`config.mk`:
```
export PLATFORM = sky130hd
export DESIGN_NAME = stopwatch_ctrl
export DESIGN_NICKNAME = d
export VERILOG_FILES = /design/src/rtl/stopwatch_pkg.sv /design/src/rtl/sw_debounce.sv /design/src/rtl/stopwatch_ctrl.sv
export SDC_FILE = /design/constraint.sdc
export NUM_CORES = 1
export LEC_CHECK = 0
export CAP_MARGIN = 5
export CORE_MARGIN = 4
export CORE_UTILIZATION = 63
export CTS_CLUSTER_DIAMETER = 60
export DETAILED_ROUTE_END_ITERATION = 10
export GPL_TIMING_DRIVEN = 0
export PLACE_DENSITY = 0.8
export SYNTH_ARGS = -nofsm -noshare
export SYNTH_HDL_FRONTEND = slang
export SYNTH_HIERARCHICAL = 1
export SYNTH_SLANG_ARGS = --single-unit
```
`constraint.sdc`:
```
create_clock -name clk0 -period 4.3 [get_ports clk0]
set_clock_uncertainty 0.05 [all_clocks]
set_input_delay 0.86 -clock clk0 [delete_from_list [all_inputs] [get_ports clk0]]
set_output_delay 0.86 -clock clk0 [all_outputs]
set_load 0.05 [all_outputs]
```
`src/rtl/stopwatch_pkg.sv`:
```
// Shared definitions for the stopwatch control sequencer.
// State codes and default timing parameters.
package stopwatch_pkg;

    typedef enum logic [1:0] {
        IDLE = 2'b00,
        RUN  = 2'b01,
        STOP = 2'b10,
        LAP  = 2'b11
    } sw_state_t;

    localparam int DB_DIV_DEF     = 1048576;
    localparam int DB_LEN_DEF     = 5;
    localparam int LONG_TICKS_DEF = 100;

endpackage

```
`src/rtl/sw_debounce.sv`:
```
// Button conditioner: synchronizer, tick-sampled window,
// hysteresis level and one-cycle rising-edge press pulse.
module sw_debounce #(
    parameter int DB_LEN = 5
) (
    input  logic clk0,
    input  logic reset_n,
    input  logic tick,
    input  logic sw,
    output logic level,
    output logic press
);

    logic [1:0]        sync_q;
    logic [DB_LEN-1:0] samp_q;
    logic              level_q;
    logic              level_d_q;

    // Two-flop synchronizer for the asynchronous button
    always_ff @(posedge clk0 or negedge reset_n) begin
        if (!reset_n) begin
            sync_q <= '0;
        end else begin
            sync_q <= {sync_q[0], sw};
        end
    end

    // Shift one synchronized sample in per debounce tick
    always_ff @(posedge clk0 or negedge reset_n) begin
        if (!reset_n) begin
            samp_q <= '0;
        end else if (tick) begin
            samp_q <= {samp_q[DB_LEN-2:0], sync_q[1]};
        end
    end

    // Level changes only on a unanimous window, else holds
    always_ff @(posedge clk0 or negedge reset_n) begin
        if (!reset_n) begin
            level_q   <= 1'b0;
            level_d_q <= 1'b0;
        end else begin
            level_d_q <= level_q;
            if (&samp_q) begin
                level_q <= 1'b1;
            end else if (~|samp_q) begin
                level_q <= 1'b0;
            end
        end
    end

    assign level = level_q;
    assign press = level_q & ~level_d_q;

endmodule

```
`src/rtl/stopwatch_ctrl.sv`:
```
// Run/stop/lap sequencer for the 4-digit stopwatch datapath.
// Debounces buttons, drives count enable, clear and freeze.
module stopwatch_ctrl
    import stopwatch_pkg::*;
#(
    parameter int DB_DIV     = DB_DIV_DEF,
    parameter int DB_LEN     = DB_LEN_DEF,
    parameter int LONG_TICKS = LONG_TICKS_DEF
) (
    input  logic       clk0,
    input  logic       reset_n,
    input  logic       start_sw,
    input  logic       lap_sw,
    input  logic       ovf_in,
    output logic       run,
    output logic       clr,
    output logic       freeze,
    output logic       ovf,
    output logic [1:0] state
);

    localparam int DIV_W = $clog2(DB_DIV);

    logic [DIV_W-1:0] div_q;
    logic             tick;
    logic             start_press;
    logic             start_lvl_unused;
    logic             lap_press;
    logic             lap_lvl;
    logic [7:0]       lp_cnt_q;
    logic             lp_fire;
    sw_state_t        st_q;
    logic             ovf_q;
    logic             clr_q;

    // Free-running sample tick divider (wraps at DB_DIV)
    always_ff @(posedge clk0 or negedge reset_n) begin
        if (!reset_n) begin
            div_q <= '0;
        end else begin
            div_q <= div_q + 1'b1;
        end
    end

    assign tick = (div_q == '0);

    sw_debounce #(
        .DB_LEN (DB_LEN)
    ) u_db_start (
        .clk0    (clk0),
        .reset_n (reset_n),
        .tick    (tick),
        .sw      (start_sw),
        .level   (start_lvl_unused),
        .press   (start_press)
    );

    sw_debounce #(
        .DB_LEN (DB_LEN)
    ) u_db_lap (
        .clk0    (clk0),
        .reset_n (reset_n),
        .tick    (tick),
        .sw      (lap_sw),
        .level   (lap_lvl),
        .press   (lap_press)
    );

    assign lp_fire = tick & lap_lvl & (st_q == STOP)
                   & (lp_cnt_q == 8'(LONG_TICKS - 1));

    // Count held lap ticks in STOP, saturating so a hold fires once
    always_ff @(posedge clk0 or negedge reset_n) begin
        if (!reset_n) begin
            lp_cnt_q <= '0;
        end else if (!lap_lvl || st_q != STOP) begin
            lp_cnt_q <= '0;
        end else if (tick && lp_cnt_q != 8'(LONG_TICKS)) begin
            lp_cnt_q <= lp_cnt_q + 8'd1;
        end
    end

    // Main sequencer with sticky overflow and clear pulse
    always_ff @(posedge clk0 or negedge reset_n) begin
        if (!reset_n) begin
            st_q  <= IDLE;
            ovf_q <= 1'b0;
            clr_q <= 1'b0;
        end else begin
            clr_q <= 1'b0;
            unique case (st_q)
                IDLE: begin
                    if (start_press) begin
                        st_q <= RUN;
                    end
                end
                RUN: begin
                    if (ovf_in) begin
                        st_q  <= STOP;
                        ovf_q <= 1'b1;
                    end else if (start_press) begin
                        st_q <= STOP;
                    end else if (lap_press) begin
                        st_q <= LAP;
                    end
                end
                LAP: begin
                    if (ovf_in) begin
                        st_q  <= STOP;
                        ovf_q <= 1'b1;
                    end else if (start_press) begin
                        st_q <= STOP;
                    end else if (lap_press) begin
                        st_q <= RUN;
                    end
                end
                STOP: begin
                    if (start_press && !ovf_q) begin
                        st_q <= RUN;
                    end else if (lp_fire) begin
                        st_q  <= IDLE;
                        clr_q <= 1'b1;
                        ovf_q <= 1'b0;
                    end
                end
                default: begin
                    st_q <= IDLE;
                end
            endcase
        end
    end

    assign state  = st_q;
    assign run    = (st_q == RUN) || (st_q == LAP);
    assign freeze = (st_q == LAP);
    assign ovf    = ovf_q;
    assign clr    = clr_q;

endmodule

```
After elaboration in Yosys (flattened, before gate mapping) --
Cells that the tools add are included. W data, S select, Z words.
Operators by class: add/subtract/negate cells 2, multipliers 0, div/mod/pow operators 0, order comparisons 0, equal/unequal tests 15, shift-type cells 0, multiplexer cells 23, bitwise operators 7, reduce and logical (&&, ||, !) cells 17
Operators by type and width (number):
- $add A20 B1 Y20 const B | 1
- $logic_not A20 Y1 | 1
- $mux W2 | 9
- $mux W8 | 2
- $mux W1 | 10
- $reduce_and A5 Y1 | 2
- $reduce_or A5 Y1 | 2
- $add A8 B1 Y8 const B | 1
- $eq A8 B7 Y1 const B | 1
- $ne A2 B2 Y1 const B | 4
- $ne A8 B7 Y1 const B | 1
- $pmux W2 S4 | 1
- $reduce_and A4 Y1 | 2
- $ne A2 B1 Y1 const B | 3
- $and A1 B1 Y1 | 5
- $eq A2 B2 Y1 const B | 2
- $ne A4 B2 Y1 const B | 1
- $ne A4 B4 Y1 const B | 1
- $reduce_bool A2 Y1 | 2
- $ne A3 B2 Y1 const B | 1
- $eq A2 B1 Y1 const B | 1
- $logic_and A1 B1 Y1 | 2
- $logic_not A1 Y1 | 2
- $logic_not A2 Y1 | 1
- other kinds (4) | 6
Word-level totals: register bits after elaboration 50, bits in latches 0, memory bits (writable) 0, memory bits (read-only) 0, bits of input ports 5, output and inout port bits 6, word-level logic and storage cells 77, memories 0

Longest topological paths before layout --
Gate-level depths: netlist of the first run.
depth after elaboration 7, gate-level depth with buffers 8, gate-level depth less buffers 7

By module --
The synthesis of the first run kept the hierarchy.
By module, submodules not included:
- stopwatch_ctrl | instances 1, cells an instance 157, area each 1635.3 um^2, sequential area each 800.8 um^2
- sw_debounce | instances 2, cells an instance 20, area each 319.1 um^2, sequential area each 225.2 um^2

Least setup slack after synthesis of the first run --
Ideal clock, no wire load.
path kind reg2out, start register st_q[0], in the netlist state[0], end output port run, arrival time 1.318 ns, data required time 3.390 ns, slack 2.072 ns, stages on the path, launching flop included 3, buffers on the path 2, cells stage by stage dfrtp_1 > buf_2 > clkbuf_1
Between the ends: cells in the longest elaborated chain, start to end 2, elaborated cells on any way between the ends 3, those cells by class 2 x eq/ne; 1 x reduce/logical
Ends and longest elaborated chain:
- start, declared | line stopwatch_ctrl.sv:32 | sw_state_t st_q;
- start signal, assigned | line stopwatch_ctrl.sv:86 | st_q <= IDLE;
- start signal, assigned | line stopwatch_ctrl.sv:94 | st_q <= RUN;
- start signal, assigned | line stopwatch_ctrl.sv:99 | st_q <= STOP;
- $eq A2 B1 Y1 / $eq A2 B2 Y1 (equally long branches) | line stopwatch_ctrl.sv:134 | assign run = (st_q == RUN) || (st_q == LAP);
- $logic_or A1 B1 Y1 * | line stopwatch_ctrl.sv:134
- end, declared | line stopwatch_ctrl.sv:15 | output logic run,
Every way passes the cells marked *; elsewhere a longest branch is shown, timed or not.

Worst setup path after layout of the first run --
start register st_q[0], in the netlist state[0], end output port freeze
Between the ends: cells in the longest elaborated chain, start to end 1
Ends and longest elaborated chain:
- $eq A2 B2 Y1 | line stopwatch_ctrl.sv:135 | assign freeze = (st_q == LAP);
- end, declared | line stopwatch_ctrl.sv:17 | output logic freeze,
Every way passes these cells.

==> results of run 1 <==
## Yosys cell counts (5+ instances only)
library cell and count:
xor2_1 5, nand3_1 8, dfrtp_1 50, nor2_1 7, xnor2_1 14, nand2_1 16, or4_1 6, a21oi_1 9
inv_1 10, mux2_1 8, o31ai_1 7, nand4_1 9
## through the flow
stage	hold WS [ns]	instance area (µm²)	worst slack, ns
finish	0.3221	2527	1.526
CTS	0.3264	2527	1.486
global route	0.3300	2527	1.424
floorplan	0.2812	2273	2.072
global placement	0.2885	2431	1.056
detailed placement	0.2936	2446	1.761
## cell families after synthesis
| logic type | after synthesis | share of synthesized area (%) |
|---|---|---|
| simple gates | 73 | 19.65 |
| flops | 50 | 55.04 |
| compound gates | 27 | 8.365 |
| xor+xnor | 19 | 7.320 |
| buf+inv | 15 | 2.972 |
| mux | 9 | 4.458 |
| fa+ha+maj | 4 | 2.202 |
## power by group
group	total (µW)	internal (µW)	leakage (µW)	switching [µW]
logic	14.4	4.64	0.000375	9.81
clock network	276	124	0.0000456	152
registers	473	472	0.000670	0.426
## final cells by class
type / count / share of cell area, %
Inverter: 10 / 1.485
Clock buffer: 5 / 1.485
Buffer: 5 / 1.188
Multi-Input combinational cell: 132 / 37.77
Timing Repair Buffer: 11 / 4.554
Tap cell: 46 / 2.277
Sequential cell: 50 / 49.51
Clock inverter: 3 / 1.733
## routing by layer
layer	GRT usage, %	wire length [µm]
met5	0	0
met1	25.68	1803
met2	37.30	2099
met3	5.747	143
met4	7.940	74
## worst paths after layout
kind	start	slack (ns)	depth (start not counted)	to
worst max-delay path	state[0]	1.53	3	freeze
worst min-delay path	u_db_start/sync_q[0]	0.32	0	u_db_start/sync_q[1]
worst max register to register	div_q[11]	1.74	5	u_db_lap/samp_q[1]
worst min register to register	u_db_start/sync_q[0]	0.32	0	u_db_start/sync_q[1]
max in group asynchronous	reset_n	3.35	2	div_q[4]
min in group asynchronous	reset_n	0.35	1	state[0]
## flip-flops by register name, summed over array words and instances, names as in the netlist
name and count:
u_db_lap/level 1, lp_cnt_q 8, u_db_start/level 1, u_db_lap/level_d_q 1, state 2, u_db_lap/sync_q 2, u_db_start/samp_q 5, ovf 1
u_db_lap/samp_q 5, u_db_start/sync_q 2, u_db_start/level_d_q 1, div_q 20, clr 1
## worst max-delay path: stages, from the launching register on
cell and delay [ns]:
dfrtp_1 0.37, buf_2 0.18, and2_1 0.14, clkdlybuf4s50_1 0.80
==> summary.md, run 1 <==
| Metric | Value |
|---|---|
| Post-synth top area share | `55.04%` |
| Crit path max fanout | `9` |
| Fin Setup TNS | `0 ns` |
| DR DRC count | `0` |
| Hold crit path type | `reg2reg` |
| DR vias/cell | `5.920` |
| Std-Cell Rows | `21` |
| Overall global routing resource usage | `21.57%` |
| Fmax | `360.4 MHz` |
| I/O Pins | `11` |
| Share of layout cells above drive strength 1 | `10.65%` |
| Leak | `0.001090 µW` |
| Die area | `4634 µm²` |
| Non-filler cells, final | `262` |
| Antenna-violating nets left | `0` |
| Synth warnings | `6` |
| Mapped Area | `2273 µm²` |
| Seq cells post-synth | `50` |
| Worst Path Arrival | `1.86 ns` |
| RSZ-0062 raised after global routing | `no` |
| Register Area | `1251 µm²` |
| Post-CTS Hold Buffers | `0` |
| WL final | `4121 µm` |
| TritonCTS Buffers | `5` |
| Clk_lat worst skew | `0.37 ns` |
| Core ar. | `3416 µm²` |
| Drt initial violations | `152` |
| Syn Nets | `206` |
| Total global routing overflow | `0` |
| Die height | `68.07 µm` |
| Initial antenna violation count | `0` |
| Wire length per cell | `15.73 µm` |
| DP HPWL | `2968 µm` |
| Tmin final | `2.774 ns` |
| Inst Count DP | `254` |
| Status | `finished, final reports clean` |
| Max IR drop VDD | `0.2705 mV` |
| Port bufs | `10` |
| First-pass GRT wire length | `7403 µm` |
| Worst-path clk slew | `0.14 ns` |
| Hold Fails Final Rpt | `0` |
| Post-CTS setup buffers | `0` |
| Relative max-transition margin | `44.23%` |
| Vias in the first global route | `1614` |
| Final Slew Violations | `0` |
| Initial Util | `66.56%` |
| Seq/Total Area, Yosys | `55.04%` |
| Tcrit/Tclk final | `64.52%` |
| Clk root buf | `clkbuf_4` |
| Horiz. Die Dim | `68.07 µm` |
| CTS Buffer Depth | `2` |
| Via count | `1551` |
| Synth cell types | `37` |
| EDFF count, synth | `0` |
| Commonest cells after routing, fill and taps aside | `dfrtp_1 (50), nand2_1 (16), xnor2_1 (14)` |
| GPL Wtd Cong | `0.8180` |
| Commonest non-fill, non-tap cell in the layout | `dfrtp_1` |
| Pin count of the biggest net entering global routing | `35` |
| Least-Margin Pin Slew | `0.8335 ns` |
| Kind of critical path | `reg2out` |
| Setup Viol. Count Final | `0` |
| CP Data Required Time | `3.39 ns` |
| Top area cells in the synthesized netlist | `dfrtp_1 (55%), xnor2_1 (5.4%), mux2_1 (4.0%)` |
| Ant. Diodes | `0` |
| Setup crit end kind | `output port` |
| Area grow syn2layout | `11.17%` |
| PD cells | `301.8 nW/µm²` |
| Drt first pass iters | `4` |
| Final #Nets | `224` |
| Syn Inst Count | `197` |
| Share of synthesized registers carrying an async set or reset | `100.0%` |
| Fin util | `73.99%` |
| Ys flop type | `dfrtp_1` |
| Post-cts repair resize count | `0` |
| Sink Count | `50` |
| Multi-input logic area | `954.7 µm²` |
| Max cap viols | `0` |
| Yosys top cell by area | `dfrtp_1` |
| Number of fill cells in the layout | `236` |
| CTS tree | `done` |
| Startpoint types | `flip-flop` |
| # H-tree levels | `2` |
| Syn_area_per_cell | `11.54 µm²` |
| Final Power | `762.8 µW` |
Note: power is estimated with default switching activity, not from simulation.
==> run 2: changes to the inputs <==
--- a/config.mk
+++ b/config.mk
@@ -7,11 +7,11 @@
 export LEC_CHECK = 0
 export CAP_MARGIN = 5
 export CORE_MARGIN = 4
-export CORE_UTILIZATION = 63
+export CORE_UTILIZATION = 59
 export CTS_CLUSTER_DIAMETER = 60
 export DETAILED_ROUTE_END_ITERATION = 10
 export GPL_TIMING_DRIVEN = 0
-export PLACE_DENSITY = 0.8
+export PLACE_DENSITY = 0.75
 export SYNTH_ARGS = -nofsm -noshare
 export SYNTH_HDL_FRONTEND = slang
 export SYNTH_HIERARCHICAL = 1
==> constraint.sdc (replaced) <==
create_clock -name clk0 -period 2.9 [get_ports clk0]
set_clock_uncertainty 0.05 [all_clocks]
set_input_delay 0.58 -clock clk0 [delete_from_list [all_inputs] [get_ports clk0]]
set_output_delay 0.58 -clock clk0 [all_outputs]
set_load 0.05 [all_outputs]
==> run 2 against run 1 <==
  * Register-to-register slack got worse by 1.3 ns
  * Count of clock-buffer cells in the layout unchanged
  * Sequential cell count unchanged
  * Combinational power increased by 46%
  * Cell count is 0.76% higher
  * Die area up 6.0%
  * First-iteration DRC count fell by 51%
  * Sequential share of layout area down 0.65 points
  * Worst hold slack got worse by 0.22 ns
==> summary.md, run 2 (synthesis gave the netlist of run 1 again) <==
| Metric | Value |
|---|---|
| Status | `finished, final reports clean` |
| Initial antenna violation count | `0` |
| Fmax | `403.8 MHz` |
| Final Slew Violations | `0` |
| DR vias/cell | `5.924` |
| Max IR drop VDD | `0.3406 mV` |
| Die height | `70.08 µm` |
| Relative max-transition margin | `45.24%` |
| Post-CTS setup buffers | `0` |
| Commonest non-fill, non-tap cell in the layout | `dfrtp_1` |
| Hold crit path type | `in2async` |
| PD cells | `470.8 nW/µm²` |
| Wire length per cell | `14.15 µm` |
| Post-cts repair resize count | `0` |
| CTS tree | `done` |
| Initial Util | `61.63%` |
| Antenna-violating nets left | `0` |
| Area grow syn2layout | `12.66%` |
| Sink Count | `50` |
| Least-Margin Pin Slew | `0.8184 ns` |
| Crit path max fanout | `12` |
| Via count | `1564` |
| Horiz. Die Dim | `70.08 µm` |
| Pin count of the biggest net entering global routing | `39` |
| Highest cell delay on the worst timing path | `0.64 ns` |
| # H-tree levels | `2` |
| DR DRC count | `0` |
| Die area | `4911 µm²` |
| RSZ-0062 raised after global routing | `no` |
| TritonCTS Buffers | `5` |
| Setup Viol. Count Final | `0` |
| I/O Pins | `11` |
| Register Area | `1251 µm²` |
| Std-Cell Rows | `22` |
| Inst Count DP | `256` |
| Largest register FFs | `20` |
| Largest Register | `div_q` |
| Drt first pass iters | `5` |
| Setup crit end kind | `flip-flop` |
| Clk root buf | `clkbuf_8` |
| Tcrit/Tclk final | `85.40%` |
| WL final | `3735 µm` |
| Kind of critical path | `reg2reg` |
| Startpoint types | `flip-flop` |
| Vias in the first global route | `1523` |
| Post-CTS Hold Buffers | `0` |
| Multi-input logic area | `954.7 µm²` |
| GPL Wtd Cong | `0.7756` |
| Ant. Diodes | `0` |
| Non-filler cells, final | `264` |
| Hold Fails Final Rpt | `0` |
| First-pass GRT wire length | `6686 µm` |
| Critical path buffers and inverters | `1` |
| Total global routing overflow | `0` |
| DP HPWL | `2737 µm` |
| CTS Buffer Depth | `2` |
| Clk_lat worst skew | `0.30 ns` |
| Core ar. | `3689 µm²` |
| Top flop regs | `div_q x20, lp_cnt_q x8` |
| Drt initial violations | `75` |
| Worst-path cell chain | `nor4_1 > nand2_1 > buf_2 > nor2_1 > mux2_1` |
| CP Data Required Time | `3.03 ns` |
| Commonest cells after routing, fill and taps aside | `dfrtp_1 (50), nand2_1 (16), xnor2_1 (14)` |
| Max cap viols | `0` |
| Final #Nets | `224` |
| Final Power | `1206 µW` |
| Crit path max-delay family | `simple AND/OR/NAND/NOR gates` |
| Leak | `0.001103 µW` |
| Overall global routing resource usage | `16.72%` |
| Number of fill cells in the layout | `281` |
| Worst-path clk slew | `0.09 ns` |
| Tmin final | `2.477 ns` |
| Port bufs | `10` |
| Fin Setup TNS | `0 ns` |
| Worst Path Arrival | `2.61 ns` |
| Share of layout cells above drive strength 1 | `10.65%` |
| CP max-delay cell | `nor2_1` |
run 2: changes by cell type in the layout (fill, tap and decap cells not counted):
cell | before | now
clkbuf_4 | 5 | 0
clkbuf_8 | 0 | 5
run 2: worst paths after layout:
path,startpoint,slack (ns),to,depth (start not counted)
worst max-delay path,div_q[11],0.42,u_db_lap/samp_q[4],5
worst min-delay path,reset_n,0.10,lp_cnt_q[2],1
worst max register to register,div_q[11],0.42,u_db_lap/samp_q[4],5
worst min register to register,u_db_start/sync_q[0],0.31,u_db_start/sync_q[1],0
max in group asynchronous,reset_n,2.21,div_q[8],2
min in group clk0,u_db_start/sync_q[0],0.31,u_db_start/sync_q[1],0
run 2: per-stage QoR:
step | util [%] | setup slack, ns | cell area (µm²) | hold WS [ns]
after CTS | 69.44 | 0.3935 | 2561 | 0.1049
after detailed placement | 66.38 | 0.4137 | 2449 | 0.2904
after floorplan | - | 0.7690 | 2273 | 0.2344
after global placement | 65.98 | -0.09337 | 2434 | 0.2824
final | 69.44 | 0.4234 | 2561 | 0.1039
after global routing | 69.44 | 0.1360 | 2561 | 0.1121
run 2: cell type report:
type,instances,share of cell area (%)
Tap cell,48,2.345
Inverter,10,1.466
Multi-Input combinational cell,132,37.27
Clock inverter,3,1.710
Timing Repair Buffer,11,4.494
Sequential cell,50,48.85
Clock buffer,5,2.687
Buffer,5,1.172
run 2: metal layers:
layer	vias up	share of wire [%]	global-route usage, %
li1	745	-	-
met1	784	47	20.98
met2	25	48	27.91
met3	10	3.2	4.317
met4	0	1.7	5.957
met5	-	0	0
run 2: where the power goes:
| group | internal (µW) | leakage, µW | switching (µW) |
|---|---|---|---|
| Combinational | 6.89 | 0.000375 | 14.1 |
| Clock | 258 | 0.0000585 | 227 |
| Sequential | 699 | 0.000670 | 0.634 |
| Total | 965 | 0.00110 | 241 |
==> run 3: changes to the inputs <==
==> constraint.sdc (replaced) <==
create_clock -name clk0 -period 2.9 [get_ports clk0]
set_clock_uncertainty 0.05 [all_clocks]
set_input_delay 0.29 -clock clk0 [delete_from_list [all_inputs] [get_ports clk0]]
set_output_delay 0.29 -clock clk0 [all_outputs]
set_load 0.05 [all_outputs]
==> run 3 against run 2 <==
  * Worst hold slack improved by 0.21 ns
  * Global-route usage increased by 0.12 points
  * Combinational power rose by 5%
  * Total power barely moved
  * Count of clock-buffer cells in the layout stayed put
  * Highest routed layer unchanged
==> summary.md, run 3 (synthesis gave the netlist of run 1 again) <==
| Metric | Value |
|---|---|
| Max cap viols | `0` |
| Pin count of the biggest net entering global routing | `39` |
| Hold Fails Final Rpt | `0` |
| Placed cell area | `2449 µm²` |
| CTS Buffer Depth | `2` |
| Least-Margin Pin Slew | `0.8184 ns` |
| I/O Pins | `11` |
| Total global routing overflow | `0` |
| Via count | `1573` |
| RSZ-0062 raised after global routing | `no` |
| Critical path buffers and inverters | `1` |
| Hold WS | `0.3111 ns` |
| Drt first pass iters | `5` |
| Initial Util | `61.63%` |
| CP max-delay cell | `nor2_1` |
| # H-tree levels | `2` |
| Reg2Reg Depth | `5` |
| Wire length per cell | `14.22 µm` |
| Core ar. | `3689 µm²` |
| Clk_lat worst skew | `0.30 ns` |
| Die height | `70.08 µm` |
| Highest cell delay on the worst timing path | `0.64 ns` |
| Horiz. Die Dim | `70.08 µm` |
| Crit path max-delay family | `simple AND/OR/NAND/NOR gates` |
| Fmax | `403.9 MHz` |
| DR vias/cell | `5.936` |
| Tcrit/Tclk final | `85.38%` |
| Clk root buf | `clkbuf_8` |
| Commonest cells after routing, fill and taps aside | `dfrtp_1 (50), nand2_1 (16), xnor2_1 (14)` |
| Largest Register | `div_q` |
| Largest register FFs | `20` |
| Vias in the first global route | `1540` |
| Worst Path Arrival | `2.61 ns` |
| Status | `finished, final reports clean` |
| Antenna-violating nets left | `0` |
| Final #Nets | `225` |
| Post-CTS setup buffers | `0` |
| Std-Cell Rows | `22` |
| Final Worst Setup Slack | `0.4238 ns` |
| TritonCTS Buffers | `5` |
| Tmin final | `2.476 ns` |
| Number of fill cells in the layout | `280` |
| Share of layout cells above drive strength 1 | `10.60%` |
| Max IR drop VDD | `0.3406 mV` |
| DP HPWL | `2737 µm` |
| Area grow syn2layout | `13.10%` |
| Sink Count | `50` |
| Die area | `4911 µm²` |
| Port bufs | `10` |
| Final Slew Violations | `0` |
| DR DRC count | `0` |
| Pre-CTS setup slack | `0.4137 ns` |
| GPL Wtd Cong | `0.7756` |
| Relative max-transition margin | `45.24%` |
| Startpoint types | `flip-flop` |
| Leak | `0.001107 µW` |
| Worst-path clk slew | `0.09 ns` |
| Initial antenna violation count | `0` |
| Top flop regs | `div_q x20, lp_cnt_q x8` |
| Hold crit path type | `reg2reg` |
| Drt initial violations | `63` |
| Commonest non-fill, non-tap cell in the layout | `dfrtp_1` |
| Worst-path cell chain | `nor4_1 > nand2_1 > buf_2 > nor2_1 > mux2_1` |
| Fin area | `2571 µm²` |
| Crit path max fanout | `12` |
| Fin Setup TNS | `0 ns` |
| CP Data Required Time | `3.03 ns` |
| PD cells | `469.4 nW/µm²` |
| WL final | `3768 µm` |
| Hold depth | `0` |
| Ant. Diodes | `0` |
| CTS tree | `done` |
| First-pass GRT wire length | `6741 µm` |
| Cell depth of the worst setup path | `5` |
| Overall global routing resource usage | `16.84%` |
| Kind of critical path | `reg2reg` |
| Setup crit end kind | `flip-flop` |
| Setup Viol. Count Final | `0` |
run 3: cell types whose count changed in the layout (fill, tap and decap cells not counted), sizes merged:
cell	previous run	this run
dlygate4sd3	0	1
run 3: report_power, final:
group | total (µW) | switching, µW | internal [µW]
clock network | 485 | 226 | 258
registers | 700 | 0.634 | 699
logic | 22.0 | 14.3 | 7.76
total | 1210 | 241 | 965
run 3: timing repair:
| action | CTS | global route |
|---|---|---|
| gates resized for setup | 0 | 0 |
| hold endpoints to repair | 12 | 0 |
| hold buffers | 1 | 0 |
run 3: final cells by class:
type / instances / area, µm² / share of cell area [%]
Tap cell: 48 / 60.06 / 2.336
Clock inverter: 3 / 43.79 / 1.703
Clock buffer: 5 / 68.82 / 2.676
Buffer: 5 / 30.03 / 1.168
Sequential cell: 50 / 1251 / 48.66
Timing Repair Buffer: 12 / 125.1 / 4.866
Inverter: 10 / 37.54 / 1.460
Multi-Input combinational cell: 132 / 954.7 / 37.13
run 3: stage by stage:
| stage | power (µW) | util (%) | instances |
|---|---|---|---|
| floorplan | 714.3 | - | 197 |
| global placement | 732.7 | 65.98 | 255 |
| detailed placement | 736.2 | 66.38 | 256 |
| CTS | 1223 | 69.71 | 265 |
| global route | 1257 | 69.71 | 265 |
| finish | 1207 | 69.71 | 265 |
run 3: path summary, 6_finish.rpt:
kind | end | slack (ns) | startpoint
setup reg to reg | u_db_lap/samp_q[4] | 0.42 | div_q[11]
max in group asynchronous | div_q[8] | 1.96 | reset_n
hold reg to reg | u_db_start/sync_q[1] | 0.31 | u_db_start/sync_q[0]
hold / removal | u_db_start/sync_q[1] | 0.31 | u_db_start/sync_q[0]
setup / recovery | u_db_lap/samp_q[4] | 0.42 | div_q[11]
min in group asynchronous | lp_cnt_q[2] | 0.35 | reset_n
run 3: per-layer routing:
metal | up-vias | global-route usage [%] | share of wire [%]
li1 | 747 | - | -
met1 | 785 | 20.98 | 46
met2 | 31 | 28.33 | 49
met3 | 10 | 4.317 | 3.3
met4 | 0 | 5.957 | 1.7
met5 | - | 0 | 0
